<file path="src/rtl/adc_scan_scheduler.sv">
// Shares a 2-channel 12-bit SPI ADC between a periodic scan and on-demand requests,
// runs one 17-SCK conversion frame per grant and publishes raw and 8-bit scaled results.
module adc_scan_scheduler #(
   parameter int CLK_DIV     = 25,
   parameter int SCAN_PERIOD = 50000,
   parameter int CS_GAP      = 4
) (
   input  logic        CLK,
   input  logic        RST_N,
   input  logic        en,
   input  logic [1:0]  req,
   output logic        SPI_SCK,
   output logic        SPI_AD,
   output logic        SPI_DIN,
   input  logic        SPI_DOUT,
   output logic [7:0]  adc_accel,
   output logic [7:0]  adc_cds,
   output logic [11:0] raw_data,
   output logic        raw_ch,
   output logic        data_valid,
   output logic        busy
);

   localparam int DIV_W   = $clog2(CLK_DIV);
   localparam int GAP_CYC = CS_GAP * CLK_DIV;
   localparam int GAP_W   = $clog2(GAP_CYC);
   localparam int SCAN_W  = $clog2(SCAN_PERIOD);
   localparam logic [DIV_W-1:0]  DIV_LAST  = DIV_W'(CLK_DIV - 1);
   localparam logic [GAP_W-1:0]  GAP_LAST  = GAP_W'(GAP_CYC - 1);
   localparam logic [SCAN_W-1:0] SCAN_LAST = SCAN_W'(SCAN_PERIOD - 1);

   typedef enum logic [1:0] {
      IDLE  = 2'd0,
      SETUP = 2'd1,
      SHIFT = 2'd2,
      HOLD  = 2'd3
   } state_t;

   state_t            state_r;
   logic [DIV_W-1:0]  div_cnt_r;
   logic [4:0]        edge_cnt_r;
   logic [GAP_W-1:0]  gap_cnt_r;
   logic [11:0]       shift_r;
   logic              ch_r;
   logic              last_r;
   logic [1:0]        pending_r;
   logic [SCAN_W-1:0] scan_cnt_r;
   logic              tick_s;
   logic              grant_s;
   logic              grant_ch_s;
   logic [1:0]        clr_s;
   logic              div_end_s;

   // Scan tick and half-period terminal count
   always_comb begin
      tick_s    = 1'b0;
      div_end_s = 1'b0;
      if (en && (scan_cnt_r == SCAN_LAST)) begin
         tick_s = 1'b1;
      end else begin
         tick_s = 1'b0;
      end
      if (div_cnt_r == DIV_LAST) begin
         div_end_s = 1'b1;
      end else begin
         div_end_s = 1'b0;
      end
   end

   // Round-robin arbiter: on a tie, the channel not granted last wins
   always_comb begin
      grant_s    = 1'b0;
      grant_ch_s = 1'b0;
      clr_s      = 2'b00;
      if ((state_r == IDLE) && en && (pending_r != 2'b00)) begin
         grant_s = 1'b1;
         case (pending_r)
            2'b01:   grant_ch_s = 1'b0;
            2'b10:   grant_ch_s = 1'b1;
            2'b11:   grant_ch_s = ~last_r;
            default: grant_ch_s = 1'b0;
         endcase
         clr_s = grant_ch_s ? 2'b10 : 2'b01;
      end else begin
         grant_s    = 1'b0;
         grant_ch_s = 1'b0;
         clr_s      = 2'b00;
      end
   end

   // Scan timer: runs only while enabled, wraps on tick
   always_ff @(posedge CLK or negedge RST_N) begin
      if (!RST_N) begin
         scan_cnt_r <= '0;
      end else if (en) begin
         if (tick_s) begin
            scan_cnt_r <= '0;
         end else begin
            scan_cnt_r <= scan_cnt_r + {{(SCAN_W-1){1'b0}}, 1'b1};
         end
      end else begin
         scan_cnt_r <= scan_cnt_r;
      end
   end

   // Pending bits: new requests win over the grant clear, so an in-flight channel re-arms
   always_ff @(posedge CLK or negedge RST_N) begin
      if (!RST_N) begin
         pending_r <= 2'b00;
      end else begin
         pending_r <= (pending_r & ~clr_s) | req | {2{tick_s}};
      end
   end

   // Frame sequencer with registered SPI pins and result outputs
   always_ff @(posedge CLK or negedge RST_N) begin
      if (!RST_N) begin
         state_r    <= IDLE;
         div_cnt_r  <= '0;
         edge_cnt_r <= 5'd0;
         gap_cnt_r  <= '0;
         shift_r    <= 12'd0;
         ch_r       <= 1'b0;
         last_r     <= 1'b1;
         SPI_SCK    <= 1'b0;
         SPI_AD     <= 1'b1;
         SPI_DIN    <= 1'b0;
         adc_accel  <= 8'd0;
         adc_cds    <= 8'd0;
         raw_data   <= 12'd0;
         raw_ch     <= 1'b0;
         data_valid <= 1'b0;
         busy       <= 1'b0;
      end else begin
         data_valid <= 1'b0;
         case (state_r)
            IDLE: begin
               if (grant_s) begin
                  state_r    <= SETUP;
                  ch_r       <= grant_ch_s;
                  last_r     <= grant_ch_s;
                  busy       <= 1'b1;
                  SPI_AD     <= 1'b0;
                  SPI_DIN    <= 1'b1;
                  div_cnt_r  <= '0;
                  edge_cnt_r <= 5'd0;
                  shift_r    <= 12'd0;
               end else begin
                  state_r <= IDLE;
               end
            end
            SETUP: begin
               if (div_end_s) begin
                  div_cnt_r  <= '0;
                  SPI_SCK    <= 1'b1;
                  edge_cnt_r <= 5'd1;
                  state_r    <= SHIFT;
               end else begin
                  div_cnt_r <= div_cnt_r + {{(DIV_W-1){1'b0}}, 1'b1};
               end
            end
            SHIFT: begin
               if (!div_end_s) begin
                  div_cnt_r <= div_cnt_r + {{(DIV_W-1){1'b0}}, 1'b1};
               end else if (SPI_SCK) begin
                  // Falling edge: present the bit the ADC samples on the next rising edge
                  div_cnt_r <= '0;
                  SPI_SCK   <= 1'b0;
                  case (edge_cnt_r)
                     5'd1:    SPI_DIN <= 1'b1;
                     5'd2:    SPI_DIN <= ch_r;
                     5'd3:    SPI_DIN <= 1'b1;
                     default: SPI_DIN <= 1'b0;
                  endcase
               end else if (edge_cnt_r == 5'd17) begin
                  div_cnt_r <= '0;
                  gap_cnt_r <= '0;
                  SPI_AD    <= 1'b1;
                  SPI_DIN   <= 1'b0;
                  state_r   <= HOLD;
               end else begin
                  div_cnt_r  <= '0;
                  SPI_SCK    <= 1'b1;
                  edge_cnt_r <= edge_cnt_r + 5'd1;
                  if (edge_cnt_r >= 5'd5) begin
                     shift_r <= {shift_r[10:0], SPI_DOUT};
                  end else begin
                     shift_r <= shift_r;
                  end
               end
            end
            HOLD: begin
               if (gap_cnt_r == '0) begin
                  raw_data   <= shift_r;
                  raw_ch     <= ch_r;
                  data_valid <= 1'b1;
                  busy       <= 1'b0;
                  if (ch_r) begin
                     adc_cds <= shift_r[11:4];
                  end else begin
                     adc_accel <= shift_r[11:4];
                  end
               end else begin
                  busy <= 1'b0;
               end
               if (gap_cnt_r == GAP_LAST) begin
                  state_r <= IDLE;
               end else begin
                  gap_cnt_r <= gap_cnt_r + {{(GAP_W-1){1'b0}}, 1'b1};
               end
            end
            default: begin
               state_r <= IDLE;
               SPI_AD  <= 1'b1;
               SPI_SCK <= 1'b0;
               SPI_DIN <= 1'b0;
               busy    <= 1'b0;
            end
         endcase
      end
   end

endmodule

</file>
<file path="config.mk">
export PLATFORM = sky130hd
export DESIGN_NAME = adc_scan_scheduler
export DESIGN_NICKNAME = d
export VERILOG_FILES = /design/src/rtl/adc_scan_scheduler.sv
export SDC_FILE = /design/constraint.sdc
export NUM_CORES = 1
export LEC_CHECK = 0
export BUFFER_PORTS_ARGS = -buffer_cell sky130_fd_sc_hd__buf_2
export CAP_MARGIN = 20
export CORE_MARGIN = 2
export CORE_UTILIZATION = 50
export CTS_BUF_LIST = sky130_fd_sc_hd__clkbuf_16
export CTS_CLUSTER_DIAMETER = 200
export DETAILED_ROUTE_END_ITERATION = 10
export PLACE_DENSITY_LB_ADDON = 0.12
export SKIP_LAST_GASP = 1
export SLEW_MARGIN = 40
export SYNTH_ARGS = -nofsm -noshare
export SYNTH_HDL_FRONTEND = slang
export SYNTH_SLANG_ARGS = --single-unit
</file>
<file path="constraint.sdc">
create_clock -name CLK -period 2.14 [get_ports CLK]
set_input_delay 0.214 -clock CLK [delete_from_list [all_inputs] [get_ports CLK]]
set_output_delay 0.214 -clock CLK [all_outputs]
set_load 0.02 [all_outputs]
</file>
==> Implementation_results.wiki, run 1 <==
{| class="wikitable"
! Metric !! Value
|-
| Result of the run || finished, final reports clean
|-
| Crit path max fanout || 9
|-
| Logic depth of the worst register-to-register path || 6
|-
| H-tree depth || 3
|-
| Final Hold Slack || 0.0767 ns
|-
| Number of instances on the worst hold path || 2
|-
| Worst Hold End || pending_r[0]$_DFF_PN0_
|-
| Synth warn || 0
|-
| Worst reg2reg path startpoint || div_cnt_r[0]$_DFFE_PN0P_
|-
| Actual transition at the worst max-transition pin || 0.526 ns
|-
| Final Critical Period || 2.01 ns
|-
| Post-Route Skew || 0.00658 ns
|-
| Number of antenna violations at the first check in global routing || 0
|-
| Number of routed nets with antenna violations || 0
|-
| Clk slew on worst S/H paths || 0.06 ns
|-
| Maximum vdd drop || 523 uV
|-
| Share of the core filled with cells in the final layout || 60.8%
|-
| Fill cells || 707
|-
| Largest net degree at the start of global routing || 48
|-
| Post-layout nets || 496
|-
| Clock root buffer master || sky130_fd_sc_hd__clkbuf_16
|-
| Die Footprint || 0.00942 mm2
|-
| Number of synthesized register bits || 85
|-
| Total power || 3.41 mW
|-
| Static Leak || 2.54 nW
|-
| Filler-free cell count of the finished design || 586
|-
| Final worst-path cycle share || 93.7%
|-
| Buffer levels on the longest clock path || 2
|-
| Number of antenna diodes || 0
|-
| Cell Pwr Density || 676 mW/mm2
|-
| Accumulated negative setup slack || 0 ns
|-
| Synthesized area || 0.00433 mm2
|-
| Number of top-level pins || 40
|-
| Data required time of the critical path || 2.41 ns
|-
| Width of the chip || 97.1 um
|-
| Sum of routed wire length over all layers || 8.88 mm
|-
| Unique cell type count in the Yosys netlist || 64
|-
| Layout-stage area growth over the synthesis result || 16.4%
|-
| Number of instances in the placed design || 570
|-
| Max-slew violation total from the final report || 0
|-
| Detailed-route wire length per cell || 15.2 um
|-
| PortBufs || 39
|-
| Floorplan die height || 97.1 um
|-
| Final GP Congestion || 0.821
|-
| Endpoint type of the worst setup path || register
|-
| Setup violation total in the final timing report || 0
|-
| Internal reg-to-reg setup slack || 0.13 ns
|-
| Wire length of the first global-routing pass || 15.4 mm
|-
| Core area || 0.00830 mm2
|-
| Via-per-instance ratio || 5.63
|-
| Clock tree sinks || 85
|-
| Ratio of cells with drive above 1 in the final layout || 21.4%
|-
| DP Worst Slack || 0.149 ns
|-
| Mean Syn Cell Area || 10.2 um2
|-
| Max-cap viol count || 0
|-
| Number of DRC markers in iteration 0 || 156
|-
| Post-route design area || 0.00504 mm2
|-
| Total nets after synthesis || 445
|-
| Maximum frequency from static timing analysis || 499 MHz
|-
| PnR worst setup slack || 0.134 ns
|-
| Count of flip-flops with a built-in enable after synthesis || 0
|-
| Via count of the first global-routing pass || 3,110
|-
| Top library cells by usage in the layout, fill and taps aside || sky130_fd_sc_hd__dfrtp_1 (83), sky130_fd_sc_hd__nand2_1 (71), sky130_fd_sc_hd__nor2_1 (38), sky130_fd_sc_hd__buf_2 (38), sky130_fd_sc_hd__inv_1 (21)
|-
| Fraction of registers with async set/reset || 100%
|-
| Clk_lat worst skew || 0.33 ns
|-
| Total vias in the final route || 3,301
|-
| Most common cell after layout, fill and taps aside || sky130_fd_sc_hd__dfrtp_1
|-
| Gr ovfl total || 0
|-
| Final hold violation count || 0
|-
| Register area share after synthesis || 49.2%
|-
| Total placed instance area || 0.00474 mm2
|-
| First drt pass iteration count || 4
|-
| Data arrival time of the critical path || 2.27 ns
|-
| Residual DRC || 0
|-
| Worst hold path startpoint || req[0]
|-
| Classification of the worst-slack hold path || primary input to register
|-
| Relative slew slack || 65.0%
|-
| Unrepaired setup endpoints after global routing || false
|-
| Reg2Reg Capture Point || gap_cnt_r[6]$_DFFE_PN0P_
|-
| Number of CTS-inserted buffers || 9
|-
| Synthesized netlist cell count || 426
|-
| Prevailing post-synth register cell || sky130_fd_sc_hd__dfrtp_1
|-
| Initial Utilization || 52.2%
|-
| Classification of the worst setup path || register to register
|-
| TritonCTS clock tree || yes
|-
| Critical path startpoint category || register
|-
| Detailed placement HPWL || 6.25 mm
|-
| Row cnt || 33
|-
| GRT Util Overall || 19.8%
|}
[cells in the mapped netlist, drive strengths merged (2+ instances only)]
master	n	area share, %
xor2	4	0.81
o2bb2ai	3	0.75
o31ai	4	0.69
nand2b	4	0.58
o22ai	2	0.29
inv	21	1.8
or3	7	1.2
o221ai	4	0.81
a211o	2	0.40
clkbuf	6	0.52
nor3	4	0.72
a31oi	2	0.29
xnor2	7	1.4
nand3	15	1.7
a211oi	2	0.35
and3	3	0.43
nand4b	4	1.2
a22o	2	0.40
o211ai	6	1.0
a221o	12	2.8
buf	10	1.4
o21ai	17	2.0
nor4	3	0.43
ha	13	3.8
or4	3	0.52
nand4	10	1.4
a21oi	13	1.8
mux2	19	5.0
mux2i	5	1.2
nand2	72	6.3
dfrtp	83	48
nor2b	4	0.58
dfstp	2	1.2
nor2	39	3.4
[where the power goes]
part	total (mW)	switching (mW)	leakage, nW	internal, mW
sequential	1.72	0.0609	1.12	1.66
combinational	0.151	0.0841	1.27	0.0667
clock	1.54	0.629	0.139	0.908
[kinds of logic (layout without fill, tap and decap cells)]
group / after synthesis / after routing / share of synthesized area [%]
multiplexers: 24 / 24 / 6.18
AO/OA/AOI/OAI: 80 / 80 / 14.6
buffers and inverters: 37 / 92 / 3.70
XOR/XNOR: 11 / 11 / 2.22
flip-flops: 85 / 85 / 49.2
AND/OR/NAND/NOR: 176 / 176 / 20.4
adder cells (fa/ha/maj): 13 / 13 / 3.76
[registers in the layout, indices dropped and copies added, names as in the netlist]
name and flops:
ch_r 1, scan_cnt_r 16, busy 1, gap_cnt_r 7, state_r 2, raw_data 12
raw_ch 1, adc_cds 8, SPI_AD 1, SPI_DIN 1, pending_r 2, adc_accel 8
edge_cnt_r 5, shift_r 12, SPI_SCK 1, last_r 1, data_valid 1, div_cnt_r 5
[final cells by class]
cell class / instances / area, um2 / share of cell area [%]
flip-flops and latches: 85 / 2130 / 42.2
well taps: 105 / 131 / 2.61
inverters: 21 / 78.8 / 1.56
multi-input cells: 304 / 2040 / 40.5
repair buffers: 56 / 365 / 7.25
clock inverters: 6 / 71.3 / 1.41
clock buffers: 9 / 225 / 4.47
[worst max-delay path by stage]
stage                                    startpoint                        to  slack (ns)
final                      div_cnt_r[0]$_DFFE_PN0P_  gap_cnt_r[6]$_DFFE_PN0P_        0.13
after global routing       div_cnt_r[0]$_DFFE_PN0P_  gap_cnt_r[6]$_DFFE_PN0P_        0.04
after CTS                  div_cnt_r[0]$_DFFE_PN0P_  gap_cnt_r[6]$_DFFE_PN0P_        0.14
after detailed placement   div_cnt_r[0]$_DFFE_PN0P_  gap_cnt_r[6]$_DFFE_PN0P_        0.15
after global placement     div_cnt_r[0]$_DFFE_PN0P_  gap_cnt_r[6]$_DFFE_PN0P_        0.23
after floorplan           edge_cnt_r[0]$_DFFE_PN0P_    shift_r[4]$_DFFE_PN0P_        0.25
[worst max-delay path, cell delays in order (launching register included)]
cell and delay, ns:
sky130_fd_sc_hd__dfrtp_1 0.42, sky130_fd_sc_hd__inv_1 0.07, sky130_fd_sc_hd__ha_1 0.20, sky130_fd_sc_hd__and4b_1 0.44, sky130_fd_sc_hd__a41oi_4 0.20, sky130_fd_sc_hd__or4_1 0.53, sky130_fd_sc_hd__nand2_1 0.08
[timing repair]
item / 4_1_cts / 5_1_grt
hold endpoints to repair: 36 / 0
buffers inserted: 0 / 0
gates resized for setup: 0 / 0
hold buffers: 1 / 0
[layer usage]
| metal | GRT usage, % | part of all wire [%] |
|---|---|---|
| met2 | 29.7 | 46 |
| met4 | 5.31 | 0.29 |
| met1 | 29.6 | 51 |
| met3 | 3.96 | 3.0 |
| met5 | 0 | 0 |
No activity file was read; power rests on OpenSTA's default activity.
==> inputs of run 2 (changes only) <==
--- a/config.mk
+++ b/config.mk
@@ -7,7 +7,6 @@
 export LEC_CHECK = 0
 export BUFFER_PORTS_ARGS = -buffer_cell sky130_fd_sc_hd__buf_2
 export CAP_MARGIN = 20
-export CORE_MARGIN = 2
 export CORE_UTILIZATION = 50
 export CTS_BUF_LIST = sky130_fd_sc_hd__clkbuf_16
 export CTS_CLUSTER_DIAMETER = 200
==> Implementation_results.wiki, run 2 (synthesis results as in run 1) <==
{| class="wikitable"
! Metric !! Value
|-
| Result of the run || finished, final reports clean (unchanged)
|-
| Floorplan die height || 95.1 um (was 97.1 um)
|-
| Maximum frequency from static timing analysis || 498 MHz (was 499 MHz)
|-
| Capturing instance or port of the critical path || gap_cnt_r[6]$_DFFE_PN0P_ (unchanged)
|-
| Gr ovfl total || 0 (unchanged)
|-
| Critical path startpoint category || register (unchanged)
|-
| Logic depth of the worst register-to-register path || 6 (unchanged)
|-
| Most common cell after layout, fill and taps aside || sky130_fd_sc_hd__dfrtp_1 (unchanged)
|-
| Sum of routed wire length over all layers || 9.23 mm (was 8.88 mm)
|-
| Post-Route Skew || 0.00841 ns (was 0.00658 ns)
|-
| Data required time of the critical path || 2.42 ns (was 2.41 ns)
|-
| Clk_lat worst skew || 0.34 ns (was 0.33 ns)
|-
| Number of routed nets with antenna violations || 0 (unchanged)
|-
| Register with the highest flop count || scan_cnt_r (unchanged)
|-
| Classification of the worst-slack hold path || primary input to register (unchanged)
|-
| Core area || 0.00830 mm2 (unchanged)
|-
| Total setup buffers inserted after CTS || 0 (unchanged)
|-
| Row cnt || 33 (unchanged)
|-
| Internal reg-to-reg setup slack || 0.13 ns (about the same)
|-
| Wire length of the first global-routing pass || 15.9 mm (was 15.4 mm)
|-
| Final hold violation count || 0 (unchanged)
|-
| Clock root buffer master || sky130_fd_sc_hd__clkbuf_16 (unchanged)
|-
| Number of top-level pins || 40 (unchanged)
|-
| Final worst-path cycle share || 93.8% (was 93.7%)
|-
| Largest net degree at the start of global routing || 44 (was 48)
|-
| Relative slew slack || 62.1% (was 65.0%)
|-
| Setup violation total in the final timing report || 0 (unchanged)
|-
| Top Registers || scan_cnt_r x16, raw_data x12, shift_r x12 (unchanged)
|-
| First drt pass iteration count || 4 (unchanged)
|-
| Start point of the critical path || div_cnt_r[0]$_DFFE_PN0P_ (unchanged)
|-
| GRT Util Overall || 22.9% (was 19.8%)
|-
| Final Critical Period || 2.01 ns (about the same)
|-
| Crit path max fanout || 9 (unchanged)
|-
| Width of the chip || 95.1 um (was 97.1 um)
|-
| Count of hold buffers inserted by post-cts repair || 1 (unchanged)
|-
| Filler-free cell count of the finished design || 586 (unchanged)
|-
| Detailed-route wire length per cell || 15.8 um (was 15.2 um)
|-
| Clk slew on worst S/H paths || 0.07 ns (was 0.06 ns)
|-
| Actual transition at the worst max-transition pin || 0.568 ns (was 0.526 ns)
|-
| Unrepaired setup endpoints after global routing || false (unchanged)
|-
| Reg2Reg Capture Point || gap_cnt_r[6]$_DFFE_PN0P_ (unchanged)
|-
| Number of CTS-inserted buffers || 9 (unchanged)
|-
| Clock tree sinks || 85 (unchanged)
|-
| Initial Utilization || 52.2% (unchanged)
|-
| Number of instances in the placed design || 569 (was 570)
|-
| Total vias in the final route || 3,353 (was 3,301)
|-
| Accumulated negative setup slack || 0 ns (unchanged)
|-
| Max-cap viol count || 0 (unchanged)
|-
| Number of antenna diodes || 0 (unchanged)
|-
| Number of DRC markers in iteration 0 || 198 (was 156)
|-
| Detailed placement HPWL || 6.30 mm (was 6.25 mm)
|-
| Via count of the first global-routing pass || 3,226 (was 3,110)
|-
| Cell Pwr Density || 682 mW/mm2 (was 676 mW/mm2)
|-
| Residual DRC || 0 (unchanged)
|-
| Fill cells || 688 (was 707)
|-
| Classification of the worst setup path || register to register (unchanged)
|-
| Layout-stage area growth over the synthesis result || 16.3% (was 16.4%)
|-
| Endpoint type of the worst setup path || register (unchanged)
|-
| Static Leak || 2.54 nW (about the same)
|-
| H-tree depth || 3 (unchanged)
|-
| Final GP Congestion || 0.877 (was 0.821)
|-
| Post-CTS sizing || 0 (unchanged)
|-
| Top library cells by usage in the layout, fill and taps aside || sky130_fd_sc_hd__dfrtp_1 (83), sky130_fd_sc_hd__nand2_1 (71), sky130_fd_sc_hd__nor2_1 (38), sky130_fd_sc_hd__buf_2 (38), sky130_fd_sc_hd__inv_1 (21) (unchanged)
|-
| Die Footprint || 0.00904 mm2 (was 0.00942 mm2)
|-
| Buffer levels on the longest clock path || 2 (unchanged)
|-
| Ratio of cells with drive above 1 in the final layout || 21.2% (was 21.4%)
|-
| Post-layout nets || 495 (was 496)
|-
| Total power || 3.43 mW (was 3.41 mW)
|-
| Share of the core filled with cells in the final layout || 60.7% (was 60.8%)
|-
| TritonCTS clock tree || yes (unchanged)
|-
| Final Hold Slack || 0.0660 ns (was 0.0767 ns)
|-
| Via-per-instance ratio || 5.72 (was 5.63)
|-
| Data arrival time of the critical path || 2.29 ns (was 2.27 ns)
|-
| Number of antenna violations at the first check in global routing || 0 (unchanged)
|-
| Max-slew violation total from the final report || 0 (unchanged)
|-
| PortBufs || 39 (unchanged)
|-
| Worst reg2reg path startpoint || div_cnt_r[0]$_DFFE_PN0P_ (unchanged)
|-
| Maximum vdd drop || 446 uV (was 523 uV)
|-
| Largest register FFs || 16 (unchanged)
|}
## run 2: routing by layer
layer	wire length, um	up-vias	GRT usage (%)
li1	-	1625	-
met3	464	9	5.18
met4	97	0	6.94
met5	0	-	0
met2	4340	66	35.4
met1	4330	1653	32.1
## run 2: critical path, stage by stage (launching register included)
cell and delay [ns]:
sky130_fd_sc_hd__dfrtp_1 0.42, sky130_fd_sc_hd__inv_1 0.08, sky130_fd_sc_hd__ha_1 0.20, sky130_fd_sc_hd__and4b_1 0.44
sky130_fd_sc_hd__a41oi_4 0.20, sky130_fd_sc_hd__or4_1 0.52, sky130_fd_sc_hd__nand2_1 0.08
## run 2: metrics by stage
| stage | worst slack [ns] | cell area, um2 |
|---|---|---|
| after floorplan | 0.253 | 4330 |
| after global placement | 0.228 | 4730 |
| after detailed placement | 0.144 | 4730 |
| after CTS | 0.142 | 5040 |
| after global routing | 0.0168 | 5040 |
| final | 0.133 | 5040 |
## run 2: area by class of cell
cell class | count | area (um2) | area share [%]
Sequential cell | 85 | 2130 | 42.3
Multi-Input combinational cell | 304 | 2040 | 40.5
Timing Repair Buffer | 55 | 358 | 7.11
Clock buffer | 9 | 225 | 4.47
Tap cell | 105 | 131 | 2.61
Inverter | 21 | 78.8 | 1.57
Clock inverter | 7 | 72.6 | 1.44
## run 2: where the power goes
part | switching (mW) | total, mW | internal (mW)
sequential | 0.0588 | 1.72 | 1.66
clock | 0.654 | 1.56 | 0.908
combinational | 0.0861 | 0.150 | 0.0643
## run 2: worst min path at each step
stage | start | end | slack (ns) | cells past startpoint
2_1_floorplan | RST_N | SPI_DIN$_DFFE_PN0P_ | -0.08 | 0
3_3_place_gp | RST_N | div_cnt_r[4]$_DFFE_PN0P_ | 0.25 | 1
3_5_place_dp | RST_N | div_cnt_r[4]$_DFFE_PN0P_ | 0.26 | 1
4_1_cts | req[0] | pending_r[0]$_DFF_PN0_ | 0.06 | 2
5_1_grt | req[0] | pending_r[0]$_DFF_PN0_ | 0.06 | 2
6_report | req[0] | pending_r[0]$_DFF_PN0_ | 0.07 | 2
==> inputs of run 3 (changes only) <==
--- a/config.mk
+++ b/config.mk
@@ -7,7 +7,8 @@
 export LEC_CHECK = 0
 export BUFFER_PORTS_ARGS = -buffer_cell sky130_fd_sc_hd__buf_2
 export CAP_MARGIN = 20
-export CORE_UTILIZATION = 50
+export CORE_MARGIN = 1.5
+export CORE_UTILIZATION = 59
 export CTS_BUF_LIST = sky130_fd_sc_hd__clkbuf_16
 export CTS_CLUSTER_DIAMETER = 200
 export DETAILED_ROUTE_END_ITERATION = 10
==> Implementation_results.wiki, run 3 (synthesis results as in run 1) <==
{| class="wikitable"
! Metric !! Value
|-
| Maximum vdd drop || 381 uV (was 446 uV)
|-
| Met1 WL || 4.39 mm (was 4.33 mm)
|-
| Clock tree sinks || 85 (unchanged)
|-
| Gr ovfl total || 0 (unchanged)
|-
| Fill cells || 532 (was 688)
|-
| Number of routed nets with antenna violations || 0 (unchanged)
|-
| PortBufs || 39 (unchanged)
|-
| Worst hold path startpoint || req[0] (unchanged)
|-
| Post-Route Skew || 0.00628 ns (was 0.00841 ns)
|-
| Data required time of the critical path || 2.35 ns (was 2.42 ns)
|-
| Critical path startpoint category || register (unchanged)
|-
| Actual transition at the worst max-transition pin || 0.555 ns (was 0.568 ns)
|-
| Number of instances on the worst hold path || 2 (unchanged)
|-
| Crit-path cells || ha_1, and4bb_4, a2111oi_4, buf_12, nor2_1, a221o_1 (was inv_1, ha_1, and4b_1, a41oi_4, or4_1, nand2_1)
|-
| Initial Utilization || 60.3% (was 52.2%)
|-
| Max-cap viol count || 0 (unchanged)
|-
| H-tree depth || 3 (unchanged)
|-
| Length of routed met2 wiring || 3.96 mm (was 4.34 mm)
|-
| Accumulated negative setup slack || 0 ns (unchanged)
|-
| Register with the highest flop count || scan_cnt_r (unchanged)
|-
| Via count of the first global-routing pass || 3,048 (was 3,226)
|-
| Highest layer used for signal routing || met4 (unchanged)
|-
| Ratio of cells with drive above 1 in the final layout || 21.1% (was 21.2%)
|-
| Final GP Congestion || 0.891 (was 0.877)
|-
| Max stage delay on crit path || 0.44 ns (was 0.52 ns)
|-
| Endpoint type of the worst setup path || register (unchanged)
|-
| Cell Pwr Density || 681 mW/mm2 (was 682 mW/mm2)
|-
| Unrepaired setup endpoints after global routing || false (unchanged)
|-
| Met3 WL post-DR || 320 um (was 464 um)
|-
| Classification of the worst setup path || register to register (unchanged)
|-
| Final worst-path cycle share || 93.0% (was 93.8%)
|-
| Residual DRC || 0 (unchanged)
|-
| Maximum frequency from static timing analysis || 502 MHz (was 498 MHz)
|-
| Clock root buffer master || sky130_fd_sc_hd__clkbuf_16 (unchanged)
|-
| Worst Hold End || pending_r[0]$_DFF_PN0_ (unchanged)
|-
| First drt pass iteration count || 5 (was 4)
|-
| Final Hold Slack || 0.0670 ns (was 0.0660 ns)
|-
| Reg2Reg Capture Point || shift_r[11]$_DFFE_PN0P_ (was gap_cnt_r[6]$_DFFE_PN0P_)
|-
| Classification of the worst-slack hold path || primary input to register (unchanged)
|-
| Row cnt || 31 (was 33)
|-
| Number of antenna diodes || 0 (unchanged)
|-
| Floorplan die height || 88.7 um (was 95.1 um)
|-
| Most common cell after layout, fill and taps aside || sky130_fd_sc_hd__dfrtp_1 (unchanged)
|-
| Worst-path cell with the longest stage delay || sky130_fd_sc_hd__dfrtp_1 (was sky130_fd_sc_hd__or4_1)
|-
| Sum of routed wire length over all layers || 8.76 mm (was 9.23 mm)
|-
| Count of hold buffers inserted by post-cts repair || 1 (unchanged)
|-
| Internal reg-to-reg setup slack || 0.15 ns (was 0.13 ns)
|-
| Wire length of the first global-routing pass || 14.7 mm (was 15.9 mm)
|-
| TritonCTS clock tree || yes (unchanged)
|-
| Static Leak || 2.53 nW (was 2.54 nW)
|-
| Number of CTS-inserted buffers || 9 (unchanged)
|-
| Buffer levels on the longest clock path || 2 (unchanged)
|-
| Total power || 3.42 mW (was 3.43 mW)
|-
| Post-CTS sizing || 0 (unchanged)
|-
| Total vias in the final route || 3,313 (was 3,353)
|-
| Total setup buffers inserted after CTS || 0 (unchanged)
|-
| Result of the run || finished, final reports clean (unchanged)
|-
| Crit path max fanout || 24 (was 9)
|-
| Layout-stage area growth over the synthesis result || 15.9% (was 16.3%)
|-
| Largest register FFs || 16 (unchanged)
|-
| Clk_lat worst skew || 0.33 ns (was 0.34 ns)
|-
| Final hold violation count || 0 (unchanged)
|-
| Post-layout nets || 494 (was 495)
|-
| Top Registers || scan_cnt_r x16, raw_data x12, shift_r x12 (unchanged)
|-
| Number of antenna violations at the first check in global routing || 0 (unchanged)
|-
| Relative slew slack || 63.0% (was 62.1%)
|-
| Top library cells by usage in the layout, fill and taps aside || sky130_fd_sc_hd__dfrtp_1 (83), sky130_fd_sc_hd__nand2_1 (71), sky130_fd_sc_hd__nor2_1 (38), sky130_fd_sc_hd__buf_2 (38), sky130_fd_sc_hd__inv_1 (21) (unchanged)
|-
| Max-slew violation total from the final report || 0 (unchanged)
|-
| Final Critical Period || 1.99 ns (was 2.01 ns)
|-
| Core area || 0.00718 mm2 (was 0.00830 mm2)
|-
| Worst reg2reg path startpoint || edge_cnt_r[0]$_DFFE_PN0P_ (was div_cnt_r[0]$_DFFE_PN0P_)
|-
| Number of DRC markers in iteration 0 || 219 (was 198)
|-
| Largest net degree at the start of global routing || 45 (was 44)
|-
| Detailed-route wire length per cell || 15.2 um (was 15.8 um)
|-
| Width of the chip || 88.7 um (was 95.1 um)
|-
| Setup violation total in the final timing report || 0 (unchanged)
|-
| Die Footprint || 0.00786 mm2 (was 0.00904 mm2)
|-
| Logic depth of the worst register-to-register path || 6 (unchanged)
|-
| Clk slew on worst S/H paths || 0.06 ns (was 0.07 ns)
|-
| Via-per-instance ratio || 5.73 (was 5.72)
|-
| Number of top-level pins || 40 (unchanged)
|-
| Data arrival time of the critical path || 2.20 ns (was 2.29 ns)
|-
| Detailed placement HPWL || 5.99 mm (was 6.30 mm)
|-
| GRT Util Overall || 24.2% (was 22.9%)
|}
## run 3: cell type report
cell class / count / area, um2 / area share, %
flip-flops and latches: 85 / 2130 / 42.4
multi-input cells: 304 / 2040 / 40.6
repair buffers: 54 / 350 / 6.98
clock buffers: 9 / 225 / 4.49
well taps: 99 / 124 / 2.47
inverters: 21 / 78.8 / 1.57
clock inverters: 6 / 72.6 / 1.45
## run 3: how the worst max path moves through the flow
| stage | startpoint | endpoint | slack [ns] |
|---|---|---|---|
| final | edge_cnt_r[0]$_DFFE_PN0P_ | shift_r[11]$_DFFE_PN0P_ | 0.15 |
| after CTS | edge_cnt_r[1]$_DFFE_PN0P_ | shift_r[11]$_DFFE_PN0P_ | 0.15 |
| after global routing | edge_cnt_r[1]$_DFFE_PN0P_ | shift_r[11]$_DFFE_PN0P_ | 0.08 |
| after global placement | edge_cnt_r[0]$_DFFE_PN0P_ | shift_r[6]$_DFFE_PN0P_ | 0.19 |
| after detailed placement | edge_cnt_r[1]$_DFFE_PN0P_ | shift_r[11]$_DFFE_PN0P_ | 0.17 |
| after floorplan | edge_cnt_r[0]$_DFFE_PN0P_ | shift_r[4]$_DFFE_PN0P_ | 0.25 |
## run 3: metrics by stage
stage	setup WS [ns]	cells	util, %	cell area (um2)
final	0.150	578	70.0	5020
after global routing	0.0770	578	70.0	5020
after CTS	0.151	578	70.0	5020
after detailed placement	0.166	562	65.7	4710
after global placement	0.192	562	65.7	4710
after floorplan	0.253	426	-	4330
## run 3: where the power goes
part           internal (mW)  total (mW)  switching [mW]
Clock                  0.909        1.55           0.638
Combinational         0.0647       0.151          0.0865
Sequential              1.66        1.72          0.0592
## run 3: worst max-delay path: cells and delay by family, from the launching register on
family          cells  cell delay [ns]
fa+ha+maj           1             0.27
buf+inv             1             0.21
compound gates      2             0.62
flops               1             0.44
simple gates        2             0.33
## run 3: layer usage
metal  GRT usage [%]  vias up
li1                -     1627
met1            35.7     1620
met2            36.2       60
met3            3.08        6
met4            9.80        0
met5               0        -
